**src/rtl/output_layer_pkg.sv**
```systemverilog
`default_nettype none
// ============================================================================
// Module   : output_layer_pkg
// Brief    : AXI constants and write-FSM state type shared by the writer.
// Revision : 1.0 - initial parametrised release
// ============================================================================
package output_layer_pkg;

   localparam logic [1:0] BURST_INCR       = 2'b01;
   localparam logic [3:0] CACHE_BUFFERABLE = 4'b0011;
   localparam logic [1:0] RESP_OKAY        = 2'b00;

   typedef enum logic [1:0] {
      ST_IDLE = 2'd0,
      ST_AW   = 2'd1,
      ST_W    = 2'd2,
      ST_B    = 2'd3
   } wr_state_t;

   function automatic logic [31:0] min_u32(input logic [31:0] a, input logic [31:0] b);
      return (a < b) ? a : b;
   endfunction

endpackage
`default_nettype wire

```
**src/rtl/output_layer_beat_fifo.sv**
```systemverilog
`default_nettype none
// ============================================================================
// Module   : output_layer_beat_fifo
// Brief    : Synchronous show-ahead FIFO holding packed AXI beats, with count.
// Revision : 1.0 - initial parametrised release
// ============================================================================
module output_layer_beat_fifo #(
   parameter int WIDTH = 64,
   parameter int DEPTH = 16
) (
   input  logic                     clk,
   input  logic                     reset_n,
   input  logic                     i_push,
   input  logic [WIDTH-1:0]         i_data,
   input  logic                     i_pop,
   output logic [WIDTH-1:0]         o_data,
   output logic [$clog2(DEPTH):0]   o_count,
   output logic                     o_full,
   output logic                     o_empty
);

   localparam int PTR_W = $clog2(DEPTH);
   localparam int CNT_W = PTR_W + 1;

   logic [WIDTH-1:0] r_mem [DEPTH];
   logic [PTR_W-1:0] r_wr_ptr;
   logic [PTR_W-1:0] r_rd_ptr;
   logic [CNT_W-1:0] r_count;
   logic             w_push;
   logic             w_pop;

   assign o_full  = (r_count == CNT_W'(DEPTH));
   assign o_empty = (r_count == '0);
   assign o_count = r_count;
   assign o_data  = r_mem[r_rd_ptr];
   assign w_push  = i_push && !o_full;
   assign w_pop   = i_pop && !o_empty;

   always_ff @(posedge clk) begin
      if (!reset_n) begin
         r_wr_ptr <= '0;
         r_rd_ptr <= '0;
         r_count  <= '0;
      end else begin
         if (w_push) r_wr_ptr <= r_wr_ptr + 1'b1;
         if (w_pop)  r_rd_ptr <= r_rd_ptr + 1'b1;
         case ({w_push, w_pop})
            2'b10:   r_count <= r_count + 1'b1;
            2'b01:   r_count <= r_count - 1'b1;
            default: r_count <= r_count;
         endcase
      end
   end

   // Storage carries no reset; validity is tracked by the pointers alone.
   always_ff @(posedge clk) begin
      if (w_push) r_mem[r_wr_ptr] <= i_data;
   end

endmodule
`default_nettype wire

```
**src/rtl/output_layer_writer.sv**
```systemverilog
`default_nettype none
// ============================================================================
// Module   : output_layer_writer
// Brief    : Packs a pixel stream into AXI beats and writes it to DDR in bursts.
// Revision : 1.0 - initial parametrised release
// ============================================================================
module output_layer_writer #(
   parameter int C_S_AXI_ID_WIDTH   = 3,
   parameter int C_S_AXI_ADDR_WIDTH = 32,
   parameter int C_S_AXI_DATA_WIDTH = 64,
   parameter int C_S_AXI_BURST_LEN  = 8,
   parameter int PIX_WIDTH          = 8,
   parameter int DIM_WIDTH          = 10,
   parameter int FIFO_DEPTH         = 16
) (
   input  logic                            clk,
   input  logic                            reset_n,
   input  logic                            start,
   input  logic [C_S_AXI_ADDR_WIDTH-1:0]   base_addr,
   input  logic [DIM_WIDTH-1:0]            no_of_layers,
   input  logic [DIM_WIDTH-1:0]            row_size,
   input  logic [DIM_WIDTH-1:0]            col_size,
   input  logic [PIX_WIDTH-1:0]            s_data,
   input  logic                            s_valid,
   output logic                            s_ready,
   output logic                            busy,
   output logic                            done,
   output logic                            error,
   output logic [C_S_AXI_ID_WIDTH-1:0]     M_axi_awid,
   output logic [C_S_AXI_ADDR_WIDTH-1:0]   M_axi_awaddr,
   output logic [7:0]                      M_axi_awlen,
   output logic [2:0]                      M_axi_awsize,
   output logic [1:0]                      M_axi_awburst,
   output logic                            M_axi_awlock,
   output logic [3:0]                      M_axi_awcache,
   output logic [2:0]                      M_axi_awprot,
   output logic [3:0]                      M_axi_awqos,
   output logic                            M_axi_awvalid,
   input  logic                            M_axi_awready,
   output logic [C_S_AXI_DATA_WIDTH-1:0]   M_axi_wdata,
   output logic [C_S_AXI_DATA_WIDTH/8-1:0] M_axi_wstrb,
   output logic                            M_axi_wlast,
   output logic                            M_axi_wvalid,
   input  logic                            M_axi_wready,
   input  logic [1:0]                      M_axi_bresp,
   input  logic                            M_axi_bvalid,
   output logic                            M_axi_bready
);

   import output_layer_pkg::*;

   localparam int ADDR_W     = C_S_AXI_ADDR_WIDTH;
   localparam int DATA_W     = C_S_AXI_DATA_WIDTH;
   localparam int BEAT_BYTES = DATA_W / 8;
   localparam int BEAT_SHIFT = $clog2(BEAT_BYTES);
   localparam int CNT_W      = $clog2(FIFO_DEPTH) + 1;

   // Frame configuration
   logic                  r_busy;
   logic                  r_done;
   logic                  r_error;
   logic [ADDR_W-1:0]     r_base;
   logic [DIM_WIDTH-1:0]  r_layers;
   logic [DIM_WIDTH-1:0]  r_rows;
   logic [DIM_WIDTH-1:0]  r_col;

   // Input side
   logic [DIM_WIDTH-1:0]  r_in_col;
   logic [DIM_WIDTH-1:0]  r_in_layer;
   logic [DIM_WIDTH-1:0]  r_in_row;
   logic                  r_in_done;
   logic [DATA_W-1:0]     r_pack;
   logic [BEAT_SHIFT-1:0] r_pack_idx;

   // Write side
   wr_state_t             r_state;
   logic [DIM_WIDTH-1:0]  r_wr_layer;
   logic [DIM_WIDTH-1:0]  r_wr_row;
   logic [ADDR_W-1:0]     r_seg_off;
   logic [DIM_WIDTH-1:0]  r_seg_left;
   logic [4:0]            r_len;
   logic [4:0]            r_wbeat;
   logic                  r_awvalid;
   logic [ADDR_W-1:0]     r_awaddr;
   logic [7:0]            r_awlen;

   logic                  w_accept;
   logic                  w_push;
   logic                  w_pop;
   logic [DATA_W-1:0]     w_beat;
   logic [DATA_W-1:0]     w_fifo_data;
   logic [CNT_W-1:0]      w_fifo_count;
   logic                  w_fifo_full;
   logic                  w_fifo_empty;
   logic [DIM_WIDTH-1:0]  w_seg_beats;
   logic [ADDR_W-1:0]     w_seg_idx;
   logic [ADDR_W-1:0]     w_cur_addr;
   logic [12:0]           w_page_room;
   logic [4:0]            w_len;
   logic                  w_fifo_ok;
   logic                  w_wvalid;
   logic                  w_wlast;
   logic                  w_seg_end;
   logic                  w_last_seg;

   assign s_ready  = r_busy && !r_in_done && !w_fifo_full;
   assign w_accept = s_valid && s_ready;
   assign w_push   = w_accept && (&r_pack_idx);

   always_comb begin
      w_beat = r_pack;
      w_beat[{r_pack_idx, 3'b000} +: 8] = s_data;
   end

   // Segment address is rebuilt from the write-side layer/row indices, so a
   // segment change needs no separate address reload step.
   assign w_seg_beats = r_col >> BEAT_SHIFT;
   assign w_seg_idx   = ADDR_W'(r_wr_layer) * ADDR_W'(r_rows) + ADDR_W'(r_wr_row);
   assign w_cur_addr  = r_base + w_seg_idx * ADDR_W'(r_col) + r_seg_off;
   assign w_page_room = 13'h1000 - {1'b0, w_cur_addr[11:0]};
   assign w_len       = 5'(min_u32(32'(C_S_AXI_BURST_LEN),
                                   min_u32(32'(r_seg_left), 32'(w_page_room >> BEAT_SHIFT))));
   assign w_fifo_ok   = (32'(w_fifo_count) >= 32'(w_len));

   assign w_wvalid   = (r_state == ST_W) && !w_fifo_empty;
   assign w_wlast    = (r_state == ST_W) && (r_wbeat == r_len - 1'b1);
   assign w_pop      = w_wvalid && M_axi_wready;
   assign w_seg_end  = (r_seg_left == DIM_WIDTH'(r_len));
   assign w_last_seg = (r_wr_layer == r_layers - 1'b1) && (r_wr_row == r_rows - 1'b1);

   output_layer_beat_fifo #(
      .WIDTH (DATA_W),
      .DEPTH (FIFO_DEPTH)
   ) u_fifo (
      .clk     (clk),
      .reset_n (reset_n),
      .i_push  (w_push),
      .i_data  (w_beat),
      .i_pop   (w_pop),
      .o_data  (w_fifo_data),
      .o_count (w_fifo_count),
      .o_full  (w_fifo_full),
      .o_empty (w_fifo_empty)
   );

   always_ff @(posedge clk) begin
      if (!reset_n) begin
         r_busy     <= 1'b0;
         r_done     <= 1'b0;
         r_error    <= 1'b0;
         r_base     <= '0;
         r_layers   <= '0;
         r_rows     <= '0;
         r_col      <= '0;
         r_in_col   <= '0;
         r_in_layer <= '0;
         r_in_row   <= '0;
         r_in_done  <= 1'b0;
         r_pack     <= '0;
         r_pack_idx <= '0;
         r_state    <= ST_IDLE;
         r_wr_layer <= '0;
         r_wr_row   <= '0;
         r_seg_off  <= '0;
         r_seg_left <= '0;
         r_len      <= '0;
         r_wbeat    <= '0;
         r_awvalid  <= 1'b0;
         r_awaddr   <= '0;
         r_awlen    <= '0;
      end else begin
         r_done <= 1'b0;
         if (start && !r_busy) begin
            r_base     <= base_addr;
            r_layers   <= no_of_layers;
            r_rows     <= row_size;
            r_col      <= col_size;
            r_error    <= 1'b0;
            r_in_col   <= '0;
            r_in_layer <= '0;
            r_in_row   <= '0;
            r_in_done  <= 1'b0;
            r_pack_idx <= '0;
            r_state    <= ST_IDLE;
            r_awvalid  <= 1'b0;
            r_wr_layer <= '0;
            r_wr_row   <= '0;
            r_seg_off  <= '0;
            r_seg_left <= col_size >> BEAT_SHIFT;
            if (no_of_layers == '0 || row_size == '0)
               r_done <= 1'b1;
            else
               r_busy <= 1'b1;
         end else begin
            // Pixel counters nest col -> layer -> row, matching arrival order.
            if (w_accept) begin
               r_pack     <= w_beat;
               r_pack_idx <= r_pack_idx + 1'b1;
               if (r_in_col == r_col - 1'b1) begin
                  r_in_col <= '0;
                  if (r_in_layer == r_layers - 1'b1) begin
                     r_in_layer <= '0;
                     if (r_in_row == r_rows - 1'b1) begin
                        r_in_row  <= '0;
                        r_in_done <= 1'b1;
                     end else begin
                        r_in_row <= r_in_row + 1'b1;
                     end
                  end else begin
                     r_in_layer <= r_in_layer + 1'b1;
                  end
               end else begin
                  r_in_col <= r_in_col + 1'b1;
               end
            end

            case (r_state)
               ST_IDLE: begin
                  if (r_busy && w_fifo_ok) begin
                     r_len     <= w_len;
                     r_awlen   <= 8'(w_len) - 8'd1;
                     r_awaddr  <= w_cur_addr;
                     r_awvalid <= 1'b1;
                     r_wbeat   <= '0;
                     r_state   <= ST_AW;
                  end
               end
               ST_AW: begin
                  if (M_axi_awready) begin
                     r_awvalid <= 1'b0;
                     r_state   <= ST_W;
                  end
               end
               ST_W: begin
                  if (w_pop) begin
                     r_wbeat <= r_wbeat + 1'b1;
                     if (w_wlast) r_state <= ST_B;
                  end
               end
               ST_B: begin
                  if (M_axi_bvalid) begin
                     if (M_axi_bresp != RESP_OKAY) r_error <= 1'b1;
                     r_state <= ST_IDLE;
                     if (w_seg_end) begin
                        r_seg_off  <= '0;
                        r_seg_left <= w_seg_beats;
                        if (w_last_seg) begin
                           r_busy <= 1'b0;
                           r_done <= 1'b1;
                        end else if (r_wr_layer == r_layers - 1'b1) begin
                           r_wr_layer <= '0;
                           r_wr_row   <= r_wr_row + 1'b1;
                        end else begin
                           r_wr_layer <= r_wr_layer + 1'b1;
                        end
                     end else begin
                        r_seg_off  <= r_seg_off + (ADDR_W'(r_len) << BEAT_SHIFT);
                        r_seg_left <= r_seg_left - DIM_WIDTH'(r_len);
                     end
                  end
               end
               default: r_state <= ST_IDLE;
            endcase
         end
      end
   end

   assign busy  = r_busy;
   assign done  = r_done;
   assign error = r_error;

   assign M_axi_awid    = '0;
   assign M_axi_awaddr  = r_awaddr;
   assign M_axi_awlen   = r_awlen;
   assign M_axi_awsize  = 3'(BEAT_SHIFT);
   assign M_axi_awburst = BURST_INCR;
   assign M_axi_awlock  = 1'b0;
   assign M_axi_awcache = CACHE_BUFFERABLE;
   assign M_axi_awprot  = 3'b000;
   assign M_axi_awqos   = 4'b0000;
   assign M_axi_awvalid = r_awvalid;

   assign M_axi_wdata  = w_fifo_data;
   assign M_axi_wstrb  = '1;
   assign M_axi_wlast  = w_wlast;
   assign M_axi_wvalid = w_wvalid;
   assign M_axi_bready = (r_state == ST_B);

endmodule
`default_nettype wire

```
**config.mk**
```make
export PLATFORM = sky130hd
export DESIGN_NAME = output_layer_writer
export DESIGN_NICKNAME = d
export VERILOG_FILES = /design/src/rtl/output_layer_pkg.sv /design/src/rtl/output_layer_beat_fifo.sv /design/src/rtl/output_layer_writer.sv
export SDC_FILE = /design/constraint.sdc
export NUM_CORES = 2
export LEC_CHECK = 0
export CAP_MARGIN = 20
export CORE_AREA = 2 2 412 414
export CTS_BUF_LIST = sky130_fd_sc_hd__clkbuf_8
export CTS_CLUSTER_DIAMETER = 80
export DETAILED_ROUTE_END_ITERATION = 16
export DIE_AREA = 0 0 414 416
export HOLD_SLACK_MARGIN = 0.15
export PLACE_DENSITY = 0.61
export RECOVER_POWER = 25
export SETUP_SLACK_MARGIN = 0.15
export SYNTH_ARGS = -nofsm -noshare
export SYNTH_HDL_FRONTEND = slang
export SYNTH_HIERARCHICAL = 1
export SYNTH_SLANG_ARGS = --single-unit
```
**constraint.sdc**
```tcl
create_clock -name clk -period 28 [get_ports clk]
set_clock_uncertainty 0.2 [all_clocks]
set_input_delay 5.6 -clock clk [delete_from_list [all_inputs] [get_ports clk]]
set_output_delay 5.6 -clock clk [all_outputs]
set_load 0.01 [all_outputs]
```
* Word level (Yosys, flattened, before mapping)
Memory sizes are Yosys's and may differ from the RTL's. A register that Yosys moved wholly into a read port is not among the register bits.
Index checks and enable logic that the tools add are counted.
** Cells by class
- Add/subtract/negate cells :: 23
- $mul :: 2
- Order comparisons :: 3
- Equal/unequal tests :: 19
- Shift operators :: 2
- Mux-type cells :: 41
- Bitwise gates (word level) :: 3
- Reduce and logical (&&, ||, !) cells :: 45
** Operators with widths (count)
- $bwmux 64 :: 1
- $shift 8x8->64 const A :: 1
- $shiftx 8x8->64 :: 1
- $mux 10 :: 6
- $add 10x1->10 const B :: 5
- $eq 10x10->1 :: 5
- $add 32x31->32 :: 1
- $add 32x32->32 :: 1
- $add 32x8->32 :: 1
- $mux 32 :: 1
- $mul 21x10->31 :: 1
- $sub 10x1->10 const B :: 3
- $add 20x10->21 :: 1
- $mux 7 :: 3
- $logic_not 10->1 :: 2
- $mul 10x10->20 :: 1
- $pmux 5 s2 :: 2
- $mux 1 :: 16
- $reduce_bool 2->1 :: 8
- $mux 5 :: 3
- $reduce_and 3->1 :: 5
- $reduce_and 5->1 :: 3
- $sub 13x12->13 const A :: 1
- $logic_and 1x1->1 :: 12
- other kinds (29) :: 54
** Storage, ports and cells
- Register bits :: 291
- Bits in writable memories :: 1024
- Input port bits :: 79
- Output and inout bits :: 140
- Word-level logic and storage cells :: 166
- Memories kept :: 1
** Memory list
- u_fifo.r_mem :: depth 16, bits a word 64, read ports 1, clocked after memory_dff 1, wr ports 1, line output_layer_beat_fifo.sv:25 : logic [WIDTH-1:0] r_mem [DEPTH];

* Longest topological paths before layout
- Depth in word-level cells :: 14
- Mapped depth :: 54
- Depth with buffers taken out :: 48

* By module
Netlist, hierarchy kept.
** By module, submodules not included
- output_layer_beat_fifo :: times used 1, cells an instance 1693, area an instance 39242.6 sq um
- output_layer_writer :: times used 1, cells an instance 3105, area an instance 25924.9 sq um

* Least setup slack after synthesis
No wires, ideal clock.
- Path type :: reg-to-reg
- From :: register r_rows[2]
- To :: register r_awaddr[17], in the netlist M_axi_awaddr[17]
- Setup time :: 0.070 ns
- Data arrival time :: 12.444 ns
- Required time :: 27.730 ns
- Slack :: 15.285 ns
- Cell stages (with the launch flop) :: 51
- Buffers on the path :: 6
- Clock period less this slack :: 12.715 ns
- Cells stage by stage :: dfxtp_1 > clkbuf_1 > clkbuf_1 > nand2_1 > fa_1 > inv_1 > fa_1 > inv_1 > fa_1 > inv_1 > fa_1 > inv_1 > fa_1 > inv_1 > ha_1 > a211oi_1 > and3_1 > nor2_1 > (+15 left out) > ha_1 > a21o_1 > a2111oi_0 > a21o_1 > buf_6 > mux2_2 > a211oi_1 > ha_1 > nand2b_1 > a21o_1 > a21oi_1 > o211a_1 > or2_2 > clkbuf_1 > clkbuf_1 > clkbuf_1 > nand2_1 > a21oi_1
** On the way
- Cells in the longest elaborated chain, start to end :: 13
** RTL lines
- start, declared :: line output_layer_writer.sv:64 : logic [DIM_WIDTH-1:0] r_rows;
- start signal, assigned :: line output_layer_writer.sv:176 : r_rows <= row_size;
- $mul 10x10->20 * :: line output_layer_writer.sv:118 : assign w_seg_idx = ADDR_W'(r_wr_layer) * ADDR_W'(r_rows) + ADDR_W'(r_wr_row);
- $add 20x10->21 * :: line output_layer_writer.sv:118
- $mul 21x10->31 * :: line output_layer_writer.sv:119 : assign w_cur_addr = r_base + w_seg_idx * ADDR_W'(r_col) + r_seg_off;
- $add 32x31->32 * :: line output_layer_writer.sv:119
- $add 32x32->32 * :: line output_layer_writer.sv:119
- $sub 13x12->13 * :: line output_layer_writer.sv:120 : assign w_page_room = 13'h1000 - {1'b0, w_cur_addr[11:0]};
- $lt 10x10->1 :: line output_layer_pkg.sv:21 : return (a < b) ? a : b;
- $mux 10 * :: line output_layer_pkg.sv:21
- $lt 4x10->1 :: line output_layer_pkg.sv:21
- $mux 5 * :: line output_layer_pkg.sv:21
- named net w_len[0] :: line output_layer_writer.sv:99 : logic [4:0] w_len;
- $ge 5x5->1 * :: line output_layer_writer.sv:123 : assign w_fifo_ok = (32'(w_fifo_count) >= 32'(w_len));
- $logic_and 1x1->1 * :: line output_layer_writer.sv:219 : if (r_busy && w_fifo_ok) begin
- $reduce_and 3->1 (no source line) *
- end signal, assigned :: line output_layer_writer.sv:222 : r_awaddr <= w_cur_addr;
- end, declared :: line output_layer_writer.sv:84 : logic [ADDR_W-1:0] r_awaddr;
The timed path passes the listed nets; every way through them passes the cells marked *.
A chain may end at the register's enable or synchronous reset.

* Worst setup path after layout
- From :: register r_wr_layer[5]
- To :: register r_awaddr[29], in the netlist M_axi_awaddr[29]
** On the way
- Cells in the longest elaborated chain, start to end :: 13
** RTL lines
- start, declared :: line output_layer_writer.sv:77 : logic [DIM_WIDTH-1:0] r_wr_layer;
- start signal, assigned :: line output_layer_writer.sv:254 : r_wr_layer <= r_wr_layer + 1'b1;
- $mul 10x10->20 * :: line output_layer_writer.sv:118
- $add 20x10->21 * :: line output_layer_writer.sv:118
- $mul 21x10->31 * :: line output_layer_writer.sv:119
- $add 32x31->32 * :: line output_layer_writer.sv:119
- $add 32x32->32 * :: line output_layer_writer.sv:119
- $sub 13x12->13 * :: line output_layer_writer.sv:120
- $lt 10x10->1 :: line output_layer_pkg.sv:21
- $mux 10 * :: line output_layer_pkg.sv:21
- $lt 4x10->1 :: line output_layer_pkg.sv:21
- $mux 5 * :: line output_layer_pkg.sv:21
- named net w_len[0] :: line output_layer_writer.sv:99
- $ge 5x5->1 * :: line output_layer_writer.sv:123
- $logic_and 1x1->1 * :: line output_layer_writer.sv:219
- $reduce_and 3->1 (no source line) *
Marks and branches as above.

==> results.sh <==
export IMPL_postSynthAreaPerCell_um2=13.58
export IMPL_die_y_um=416
export IMPL_timing_hold_ws_ns=0.2492
export IMPL_core_area_um2=168100
export IMPL_crit_fanout=47
export IMPL_critPathRequiredTime_ns=28.56
export IMPL_cpMostUsedCell="fa_1"
export IMPL_cellLeakagePower_nw=25.37
export IMPL_drive_gt1_frac=0.1362
export IMPL_p_int_mw=3.076
export IMPL_ir_drop_mv=0.05659
export IMPL_fmax_ghz=0.07037
export IMPL_switching_share=0.2379
export IMPL_cts_tree="built"
export IMPL_pre_cts_ws_ns=13.92
export IMPL_cts_hold_buf=0
export IMPL_h_tree_depth=4
export IMPL_yosysWarnings=6
export IMPL_fill_cells=15110
export IMPL_ys_flop_type="edfxtp_1"
export IMPL_antenna_found_initial=3
export IMPL_p_comb_frac=0.046
export IMPL_p_per_area_nw_per_um2=54.39
export IMPL_die_area_um2=172200
export IMPL_mostFrequentLayoutCells="edfxtp_1 (1024), nand2_1 (582), inv_1 (423)"
export IMPL_holdPathStages=2
export IMPL_clk_pin_slew_ns=0.07
export IMPL_maxCapViolations=0
export IMPL_cts_sinks=1314
export IMPL_post_cts_buffers=0
export IMPL_ctsResizeCount=0
export IMPL_min_period_ns=14.21
export IMPL_grt_max_degree=111
export IMPL_drv_slew=0
export IMPL_status="finished, final reports clean"
export IMPL_power_total_mw=4.036
export IMPL_chipWidth_um=414
export IMPL_first_pass_iters=6
export IMPL_max_slew_margin=0.2486
export IMPL_final_hold_viol_count=0
export IMPL_r2r_cells=46
export IMPL_viasPerCell=5.315
export IMPL_yosysTopAreaCell="edfxtp_1"
export IMPL_drt_iter0_drc=3217
export IMPL_setup_viol=0
export IMPL_utilization=0.4413
export IMPL_root_buffer="clkbuf_8"
export IMPL_cts_inserted_buffers=216
export IMPL_seq_area_frac_synth=0.5609
export IMPL_critPathLaunchType="flip-flop"
export IMPL_cp_end_kind="flip-flop"
export IMPL_synth_cells=4798
export IMPL_seqPwrFrac=0.527
export IMPL_power_share_clock=0.427
export IMPL_finalCritPeriodShare=0.5075
export IMPL_crit_arrival_ns=14.77
export IMPL_cpMaxStageDelayCell="dfxtp_1"
export IMPL_drcViolationCount=0
export IMPL_final_nets=5607
export IMPL_p_sw_mw=0.9601
export IMPL_grt_pass1_wl_um=251900
export IMPL_clock_path_buffers=3
export IMPL_track_usage=0.1926
export IMPL_overflow=0
export IMPL_start_util=0.3876
export IMPL_grt_pass1_vias=40670
export IMPL_async_flop_share=0
export IMPL_yosys_area_top_type_share=0.4719
export IMPL_vias=39710
export IMPL_rows=151
export IMPL_place_hpwl_um=104600
export IMPL_totalWireLength_um=167700
export IMPL_fin_setup_tns_ns=0
export IMPL_hold_class="reg2reg"
export IMPL_place_gp_congestion=0.8501
export IMPL_synth_distinct_cells=93
export IMPL_wl_per_cell_um=22.45
export IMPL_clock_latency_ns=0.97
export IMPL_yosys_top_cells_area="edfxtp_1 (47%), dfxtp_1 (8.9%), mux4_2 (8.8%), fa_1 (8.7%), ha_1 (3.6%)"
export IMPL_rsz0062_at_grt="false"
export IMPL_final_common_cell="edfxtp_1"
export IMPL_antenna_left=0
export IMPL_portBuffers=190
export IMPL_worst_slack_ns=13.79
export IMPL_cp_slowest_stage_delay_ns=0.74
export IMPL_criticalPathCategory="reg2reg"
export IMPL_syn_to_final_growth_pct=13.87
export IMPL_ios=219
export IMPL_syn_area_um2=65170
export IMPL_worst_pin_slew_ns=1.127
export IMPL_synth_edf_count=1024
export IMPL_ys_ff_latch=1314
[path summary, 6_finish.rpt]
check,slack (ns),start,to
worst min-delay path,0.25,M_axi_awaddr[22]$_SDFFE_PN0P_,M_axi_awaddr[22]$_SDFFE_PN0P_
worst max register to register,13.79,r_wr_layer[5]$_SDFFE_PP0P_,M_axi_awaddr[29]$_SDFFE_PN0P_
worst min register to register,0.25,M_axi_awaddr[22]$_SDFFE_PN0P_,M_axi_awaddr[22]$_SDFFE_PN0P_
worst max-delay path,13.79,r_wr_layer[5]$_SDFFE_PP0P_,M_axi_awaddr[29]$_SDFFE_PN0P_
[cell usage after synthesis, types with 30 or more instances]
cell type  instances
clkbuf_1         185
mux2_2            45
mux4_2           256
xor2_1            62
a21oi_1          187
a22oi_1          133
edfxtp_1        1024
buf_2             33
nor2_1           235
fa_1             283
nor3_1            79
nand3_1           48
buf_4             30
inv_1            365
xnor2_1          107
nand2_1          583
ha_1             187
and2_1           145
o21ai_0           72
dfxtp_1          290
[kinds of logic (layout without fill, tap and decap cells)]
logic type	count (synthesis)	count (layout)	synth area share
mux	321	321	0.09932
flops	1314	1314	0.5609
xor+xnor	176	176	0.02515
fa+ha+maj	470	470	0.1228
buf+inv	642	1067	0.04024
simple gates	1311	1311	0.09485
other cells	2	31	0.0001152
compound gates	562	562	0.05654
[state kept, by name, indices dropped and copies added (netlist names), 29 cells and up, named ones only]
signal,flops
r_pack,64
r_seg_off,29
r_base,32
u_fifo/r_mem,1024
M_axi_awaddr,32
[power groups by stage]
stage | clock [mW] | sequential (mW) | combinational [mW]
after floorplan | 0 | 2.16 | 0.124
after global routing | 1.86 | 2.13 | 0.203
after detailed placement | 0 | 2.17 | 0.186
final | 1.73 | 2.13 | 0.185
after CTS | 1.77 | 2.13 | 0.186
after global placement | 0 | 2.17 | 0.181
[area by class of cell]
type	instances	area [µm²]	share of cell area
flip-flops and latches	1314	36560	0.4927
diodes	2	5.005	0.00006745
repair buffers	291	2666	0.03593
clock inverters	170	1275	0.01718
inverters	366	1379	0.01858
clock buffers	240	3303	0.04451
well taps	2218	2775	0.03740
multi-input cells	2869	26240	0.3536
[through the flow]
stage               area [µm²]  cells
global route             74200   7469
detailed placement       69640   7054
finish                   74200   7470
global placement         69570   7050
floorplan                65270   4825
CTS                      74210   7464
[layer usage]
layer,wire (µm),track usage,up-vias
met4,4710,0.06053,0
met2,86180,0.3405,1218
met3,9488,0.03071,267
met1,67300,0.2418,20390
met5,0,0,-
li1,-,-,17830
[critical path, delay by kind of cell (launching register included)]
family,cells,cell delay [ns]
adder cells (fa/ha/maj),14,6.23
multiplexers,1,0.40
AND/OR/NAND/NOR,9,1.70
XOR/XNOR,2,0.80
flip-flops,1,0.74
buffers and inverters,9,0.79
AO/OA/AOI/OAI,11,3.11
Power figures use the tool's default switching activity.
